`src/rtl/seq_pkg.sv`:
```
`default_nettype none
// +----------------------------------------------------------------------------+
// | Package   : seq_pkg                                                        |
// | Purpose   : Shared types and constants for the sequential divide scheduler |
// |             (FSM state encoding, default sizes, iteration counter width).  |
// | Revision  : 1.0 - initial release                                          |
// +----------------------------------------------------------------------------+
package seq_pkg;

    // Default operand width and requester count
    localparam int SEQ_DIV_WIDTH = 24;
    localparam int SEQ_NREQ      = 4;

    // Scheduler FSM states
    typedef enum logic [1:0] {
        ST_IDLE = 2'd0,
        ST_LOAD = 2'd1,
        ST_RUN  = 2'd2,
        ST_DONE = 2'd3
    } seq_state_t;

    // The iteration counter runs 0 .. width-1, so clog2(width) bits suffice
    function automatic int seq_cnt_width(input int width);
        return (width < 2) ? 1 : $clog2(width);
    endfunction

    localparam int SEQ_CNT_W = seq_cnt_width(SEQ_DIV_WIDTH);

endpackage : seq_pkg
`default_nettype wire

```
`src/rtl/seq_divider_core.sv`:
```
`default_nettype none
// +----------------------------------------------------------------------------+
// | Module    : seq_divider_core                                               |
// | Purpose   : Unsigned restoring divider, one quotient bit per cycle.        |
// |             A start pulse loads the operands; WIDTH iterations follow.     |
// |             During the final iteration o_finish is high and o_quot/o_rem   |
// |             present the completed result, so the caller can register it   |
// |             on the same edge that retires the last step.                   |
// | Revision  : 1.0 - initial release                                          |
// +----------------------------------------------------------------------------+
module seq_divider_core
    import seq_pkg::*;
#(
    parameter int WIDTH = SEQ_DIV_WIDTH
) (
    input  logic             clk,
    input  logic             rst,
    input  logic             i_start,
    input  logic [WIDTH-1:0] i_num,
    input  logic [WIDTH-1:0] i_den,
    output logic [WIDTH-1:0] o_quot,
    output logic [WIDTH-1:0] o_rem,
    output logic             o_finish
);

    localparam int CNT_W = seq_cnt_width(WIDTH);

    logic             r_run;
    logic [CNT_W-1:0] r_cnt;
    logic [WIDTH-1:0] r_q;      // dividend bits shift out, quotient bits shift in
    logic [WIDTH-1:0] r_r;      // partial remainder, always below the divisor
    logic [WIDTH-1:0] r_d;

    logic [WIDTH:0]   w_trial;
    logic [WIDTH:0]   w_diff;
    logic             w_fits;
    logic [WIDTH-1:0] w_rem_nxt;
    logic [WIDTH-1:0] w_quot_nxt;
    logic             w_last;

    // One restoring step: shift in the next dividend bit, subtract if it fits
    always_comb begin
        w_trial    = {r_r, r_q[WIDTH-1]};
        w_diff     = w_trial - {1'b0, r_d};
        w_fits     = ~w_diff[WIDTH];
        w_rem_nxt  = w_fits ? w_diff[WIDTH-1:0] : w_trial[WIDTH-1:0];
        w_quot_nxt = {r_q[WIDTH-2:0], w_fits};
        w_last     = (r_cnt == CNT_W'(WIDTH - 1));
    end

    assign o_quot   = w_quot_nxt;
    assign o_rem    = w_rem_nxt;
    assign o_finish = r_run & w_last;

    // Operand load on start, then iterate until the last bit is produced
    always_ff @(posedge clk or posedge rst) begin
        if (rst) begin
            r_run <= 1'b0;
            r_cnt <= '0;
            r_q   <= '0;
            r_r   <= '0;
            r_d   <= '0;
        end else if (i_start) begin
            r_run <= 1'b1;
            r_cnt <= '0;
            r_q   <= i_num;
            r_r   <= '0;
            r_d   <= i_den;
        end else if (r_run) begin
            r_q <= w_quot_nxt;
            r_r <= w_rem_nxt;
            if (w_last) begin
                r_run <= 1'b0;
                r_cnt <= '0;
            end else begin
                r_cnt <= r_cnt + CNT_W'(1);
            end
        end
    end

endmodule : seq_divider_core
`default_nettype wire

```
`src/rtl/seq_div_scheduler.sv`:
```
`default_nettype none
// +----------------------------------------------------------------------------+
// | Module    : seq_div_scheduler                                              |
// | Purpose   : Shares one sequential divider between NREQ requesters.         |
// |             Owns arbitration, the IDLE/LOAD/RUN/DONE FSM, divide-by-zero   |
// |             handling and round-to-nearest of the quotient.                 |
// | Config    : SEQ_DIV_SCHED_RR_EN defined   -> round-robin arbitration       |
// |             SEQ_DIV_SCHED_RR_EN undefined -> fixed priority (lowest index) |
// | Revision  : 1.0 - initial release                                          |
// +----------------------------------------------------------------------------+
module seq_div_scheduler
    import seq_pkg::*;
#(
    parameter int WIDTH = SEQ_DIV_WIDTH,
    parameter int NREQ  = SEQ_NREQ
) (
    input  logic                  clk,
    input  logic                  rst,
    input  logic [NREQ-1:0]       req,
    input  logic [NREQ*WIDTH-1:0] num_i,
    input  logic [NREQ*WIDTH-1:0] den_i,
    output logic [NREQ-1:0]       grant,
    output logic [NREQ-1:0]       done,
    output logic [WIDTH-1:0]      quot,
    output logic [WIDTH-1:0]      quot_rnd,
    output logic [WIDTH-1:0]      rem,
    output logic                  dz,
    output logic                  busy
);

    localparam int IDX_W = (NREQ > 1) ? $clog2(NREQ) : 1;

    seq_state_t       r_state;
    logic [NREQ-1:0]  r_grant;
    logic [NREQ-1:0]  r_done;
    logic [IDX_W-1:0] r_owner;
    logic             r_busy;
    logic [WIDTH-1:0] r_quot;
    logic [WIDTH-1:0] r_quot_rnd;
    logic [WIDTH-1:0] r_rem;
    logic [WIDTH-1:0] r_den;
    logic             r_dz;

    logic [IDX_W-1:0] w_win;
    logic             w_any;
    logic [WIDTH-1:0] w_num;
    logic [WIDTH-1:0] w_den;
    logic             w_start;
    logic [WIDTH-1:0] w_core_quot;
    logic [WIDTH-1:0] w_core_rem;
    logic             w_core_finish;
    logic [WIDTH-1:0] w_quot_rnd;

`ifdef SEQ_DIV_SCHED_RR_EN
    // Index where the next arbitration search begins
    logic [IDX_W-1:0] r_ptr;

    // Round-robin winner: first set request at or after the pointer
    always_comb begin
        int v_idx;
        w_win = '0;
        w_any = 1'b0;
        for (int k = 0; k < NREQ; k++) begin
            v_idx = int'(r_ptr) + k;
            if (v_idx >= NREQ) begin
                v_idx = v_idx - NREQ;
            end
            if (!w_any && req[v_idx]) begin
                w_win = IDX_W'(v_idx);
                w_any = 1'b1;
            end
        end
    end
`else
    // Fixed-priority winner: lowest set request index
    always_comb begin
        w_win = '0;
        w_any = |req;
        for (int i = NREQ - 1; i >= 0; i--) begin
            if (req[i]) begin
                w_win = IDX_W'(i);
            end
        end
    end
`endif

    // Owner's operand slices, only consumed during LOAD
    always_comb begin
        w_num   = num_i[int'(r_owner)*WIDTH +: WIDTH];
        w_den   = den_i[int'(r_owner)*WIDTH +: WIDTH];
        w_start = (r_state == ST_LOAD) && (w_den != '0);
    end

    seq_divider_core #(
        .WIDTH (WIDTH)
    ) u_core (
        .clk      (clk),
        .rst      (rst),
        .i_start  (w_start),
        .i_num    (w_num),
        .i_den    (w_den),
        .o_quot   (w_core_quot),
        .o_rem    (w_core_rem),
        .o_finish (w_core_finish)
    );

    // Round to nearest: bump when the remainder exceeds half the divisor
    always_comb begin
        w_quot_rnd = w_core_quot;
        if (w_core_rem > (r_den >> 1)) begin
            w_quot_rnd = (&w_core_quot) ? w_core_quot : (w_core_quot + WIDTH'(1));
        end
    end

    // Scheduler FSM with registered grant, done, busy and result outputs
    always_ff @(posedge clk or posedge rst) begin
        if (rst) begin
            r_state    <= ST_IDLE;
            r_grant    <= '0;
            r_done     <= '0;
            r_owner    <= '0;
            r_busy     <= 1'b0;
            r_quot     <= '0;
            r_quot_rnd <= '0;
            r_rem      <= '0;
            r_den      <= '0;
            r_dz       <= 1'b0;
`ifdef SEQ_DIV_SCHED_RR_EN
            r_ptr      <= '0;
`endif
        end else begin
            r_done <= '0;
            case (r_state)
                ST_IDLE: begin
                    if (w_any) begin
                        r_grant <= NREQ'(1) << w_win;
                        r_owner <= w_win;
                        r_busy  <= 1'b1;
                        r_state <= ST_LOAD;
                    end
                end
                ST_LOAD: begin
                    r_den <= w_den;
                    if (w_den == '0) begin
                        r_quot     <= '1;
                        r_quot_rnd <= '1;
                        r_rem      <= w_num;
                        r_dz       <= 1'b1;
                        r_done     <= r_grant;
                        r_state    <= ST_DONE;
                    end else begin
                        r_state <= ST_RUN;
                    end
                end
                ST_RUN: begin
                    if (w_core_finish) begin
                        r_quot     <= w_core_quot;
                        r_quot_rnd <= w_quot_rnd;
                        r_rem      <= w_core_rem;
                        r_dz       <= 1'b0;
                        r_done     <= r_grant;
                        r_state    <= ST_DONE;
                    end
                end
                ST_DONE: begin
                    r_grant <= '0;
                    r_busy  <= 1'b0;
                    r_state <= ST_IDLE;
`ifdef SEQ_DIV_SCHED_RR_EN
                    r_ptr   <= (r_owner == IDX_W'(NREQ - 1)) ? '0 : (r_owner + IDX_W'(1));
`endif
                end
                default: begin
                    r_state <= ST_IDLE;
                end
            endcase
        end
    end

    assign grant    = r_grant;
    assign done     = r_done;
    assign busy     = r_busy;
    assign quot     = r_quot;
    assign quot_rnd = r_quot_rnd;
    assign rem      = r_rem;
    assign dz       = r_dz;

endmodule : seq_div_scheduler
`default_nettype wire

```
`config.mk`:
```
export PLATFORM = sky130hd
export DESIGN_NAME = seq_div_scheduler
export DESIGN_NICKNAME = d
export VERILOG_FILES = /design/src/rtl/seq_pkg.sv /design/src/rtl/seq_divider_core.sv /design/src/rtl/seq_div_scheduler.sv
export SDC_FILE = /design/constraint.sdc
export NUM_CORES = 1
export LEC_CHECK = 0
export ABC_AREA = 1
export CORE_ASPECT_RATIO = 1.1
export CORE_MARGIN = 2
export CORE_UTILIZATION = 47
export DETAILED_ROUTE_END_ITERATION = 8
export PLACE_DENSITY = 0.76
export REMOVE_ABC_BUFFERS = 1
export SETUP_SLACK_MARGIN = 0.1
export SLEW_MARGIN = 15
export SYNTH_ARGS = -nofsm -noshare
export SYNTH_HDL_FRONTEND = slang
export SYNTH_SLANG_ARGS = --single-unit
```
`constraint.sdc`:
```
create_clock -name clk -period 5.9 [get_ports clk]
set_input_delay 0.59 -clock clk [delete_from_list [all_inputs] [get_ports clk]]
set_output_delay 0.59 -clock clk [all_outputs]
set_load 0.01 [all_outputs]
```
==> results.json <==
{
  "nNetsFinal": 2219,
  "cts_buffer_depth": 2,
  "dr.first_iter.drc_count": 1023,
  "combPwrFrac_pct": 67.2,
  "yosysTopAreaCell": "dfrtp_1",
  "viasPerCell": 5.460,
  "ant_nets": 0,
  "hold_class": "reg -> reg",
  "die_y_um": 173.2,
  "powerDensity_mw_per_mm2": 683.5,
  "skew_ps": 15.99,
  "post_cts_resized": 0,
  "h-tree-depth": 4,
  "core_mm2": 0.02542,
  "dp_cells": 2293,
  "synth_seq_cells": 187,
  "cts_hold_buf": 0,
  "yosysSeqAreaShare_pct": 38.24,
  "crit_top_cell": "nand2_1",
  "p_seq_share_pct": 21.7,
  "yosys-top-cells-count": "456 x nand2_1, 195 x nor2_1, 188 x inv_1",
  "synth_edf_count": 0,
  "required_ps": 6280,
  "worst_setup_path_start_kind": "register",
  "grt_pass1_wl_um": 62910,
  "grt-ovfl-total": 0,
  "place_ws_ps": 941.9,
  "hpwl_um": 29350,
  "synth_flop_cell": "dfrtp_1",
  "rr_worst_depth": 26,
  "area_delta_synth_final_pct": 28.47,
  "cts.clk_slew.worst_paths_ps": 80,
  "crit_cells": 26,
  "critPathMaxStageDelay_ps": 490,
  "timing.setup.tns_ps": 0,
  "drv_slew": 0,
  "numCtsBuffers": 17,
  "drive_above_1_share_pct": 3.891,
  "rsz0062_at_grt": "no",
  "finalCritPeriodShare_pct": 86.00,
  "fin_area_mm2": 0.01572,
  "firstDrtPassIters": 5,
  "setup_ws_ps": 825.9,
  "ys_async_sr_fraction_pct": 100.0,
  "cts_tree": "built",
  "cts_setup_buffers": 0,
  "synthCells": 1744,
  "stdcell_count": 2325,
  "maxCapViolations": 0,
  "setup_violations": 0,
  "synth.top_cell.area_share_pct": 38.24,
  "diodes": 0,
  "end_kind": "register",
  "avgRoutedWirePerCell_um": 17.27,
  "grt_max_degree": 102,
  "synthTopCellsByArea": "dfrtp_1 38%, nand2_1 14%, o21ai_0 6.7%",
  "grt_antenna_before_repair": 1,
  "fillCellCount": 2337,
  "final_util_pct": 61.86,
  "port_buffers": 279,
  "path_class": "reg -> reg",
  "critPathArrivalTime_ps": 5460,
  "period_minus_slack_ps": 5074,
  "clock-sinks": 187,
  "min_path_cells": 2,
  "relSlewSlack_pct": 23.34,
  "reg2reg_slack_ps": 830,
  "syn_area_mm2": 0.01224,
  "yosysUniqueCellTypes": 45,
  "route.detailed.drc": 0,
  "hold_viol": 0,
  "p_int_uw": 5119,
  "initial_core_util_pct": 48.15,
  "switching_share_pct": 52.37,
  "switchingPower_uw": 5628,
  "power.leakage_uw": 0.007172,
  "status": "finished clean",
  "synth_warnings": 0,
  "crit_fanout": 47,
  "path_buf_inv": 6,
  "worst_pin_slew_ps": 1150,
  "yosysMostFrequentCell": "nand2_1",
  "syn_area_per_cell_um2": 7.017,
  "clockPowerShare_pct": 11.1,
  "grt_usage_pct": 29.11,
  "cts-root-buf": "clkbuf_16",
  "row_count": 61,
  "num_io_pins": 280,
  "grt_pass1_vias": 12270,
  "dieArea_mm2": 0.02735,
  "wl_um": 40160,
  "die_width_um": 157.9,
  "peakVddDrop_mv": 0.4456,
  "vias": 12700,
  "dpl_cell_area_mm2": 0.01512,
  "cpLargestDelayFamily": "simple AND/OR/NAND/NOR gates",
  "clock_latency_ps": 450,
  "clock.fmax_mhz": 197.1,
  "slowest_stage": "o21ai_0",
  "gp_congestion": 0.9846
}
power by group through the flow:
| stage | Combinational [uW] | Sequential [uW] | Clock (uW) |
|---|---|---|---|
| after floorplan | 4500 | 2430 | 0 |
| after global placement | 6890 | 2320 | 0 |
| after detailed placement | 7070 | 2350 | 0 |
| after CTS | 7140 | 2330 | 1200 |
| after global routing | 8060 | 2410 | 1250 |
| final | 7220 | 2330 | 1190 |
layout make-up:
| type | count | area, um2 | area share [%] |
|---|---|---|---|
| Sequential cell | 187 | 4682 | 29.78 |
| Multi-Input combinational cell | 1274 | 6377 | 40.56 |
| Tap cell | 346 | 432.9 | 2.753 |
| Clock inverter | 13 | 150.1 | 0.9550 |
| Clock buffer | 19 | 452.9 | 2.881 |
| Inverter | 193 | 729.5 | 4.639 |
| Timing Repair Buffer | 293 | 2898 | 18.43 |
worst paths after layout:
kind | start | end
worst max-delay path | u_core.r_q[23] | quot_rnd[0]
worst min register to register | quot_rnd[5] | quot_rnd[5]
min in group asynchronous | rst | quot_rnd[2]
max in group asynchronous | rst | u_core.r_d[1]
worst max register to register | u_core.r_q[23] | quot_rnd[0]
worst min-delay path | quot_rnd[5] | quot_rnd[5]
state kept, by name, summed over array words and instances (netlist names):
register      cells
u_core.r_run      1
busy              1
r_owner           2
rem              24
grant             4
u_core.r_d       24
quot             24
r_den            23
quot_rnd         24
done              4
dz                1
r_state           2
u_core.r_cnt      5
u_core.r_r       24
u_core.r_q       24
logic make-up after synthesis:
family                   share of synthesized area [%]
AO/OA/AOI/OAI                                    15.91
XOR/XNOR                                         1.217
adder cells (fa/ha/maj)                          5.685
buffers and inverters                            9.651
flip-flops                                       38.24
AND/OR/NAND/NOR                                  29.30
worst register-to-register path, delay by kind of cell, from the launching register on:
kind / cells / cell delay [ps]
simple gates: 13 / 1650
fa+ha+maj: 3 / 890
compound gates: 4 / 1240
flops: 1 / 370
buf+inv: 6 / 840
metrics by stage:
step	total power [uW]	hold slack, ps
2_1_floorplan	6929	455.5
3_3_place_gp	9214	463.8
3_5_place_dp	9421	467.5
4_1_cts	10660	487.5
5_1_grt	11720	506.9
6_report	10750	482.5
per-layer routing:
metal | global-route usage (%) | wire length, um
met1 | 36.30 | 16350
met2 | 48.61 | 19380
met3 | 6.200 | 2912
met4 | 12.20 | 1524
met5 | 0 | 0
placed cells by master, fill, tap and decap left out, types with 17 or more instances in the layout:
cell type	n
nand2_1	456
clkdlybuf4s50_1	279
nor2_1	195
inv_1	187
dfrtp_1	185
o21ai_0	165
nand3_1	135
a21oi_1	81
ha_1	54
o22ai_1	35
o221ai_1	25
clkbuf_16	17
(Power assumes the default switching activity.)
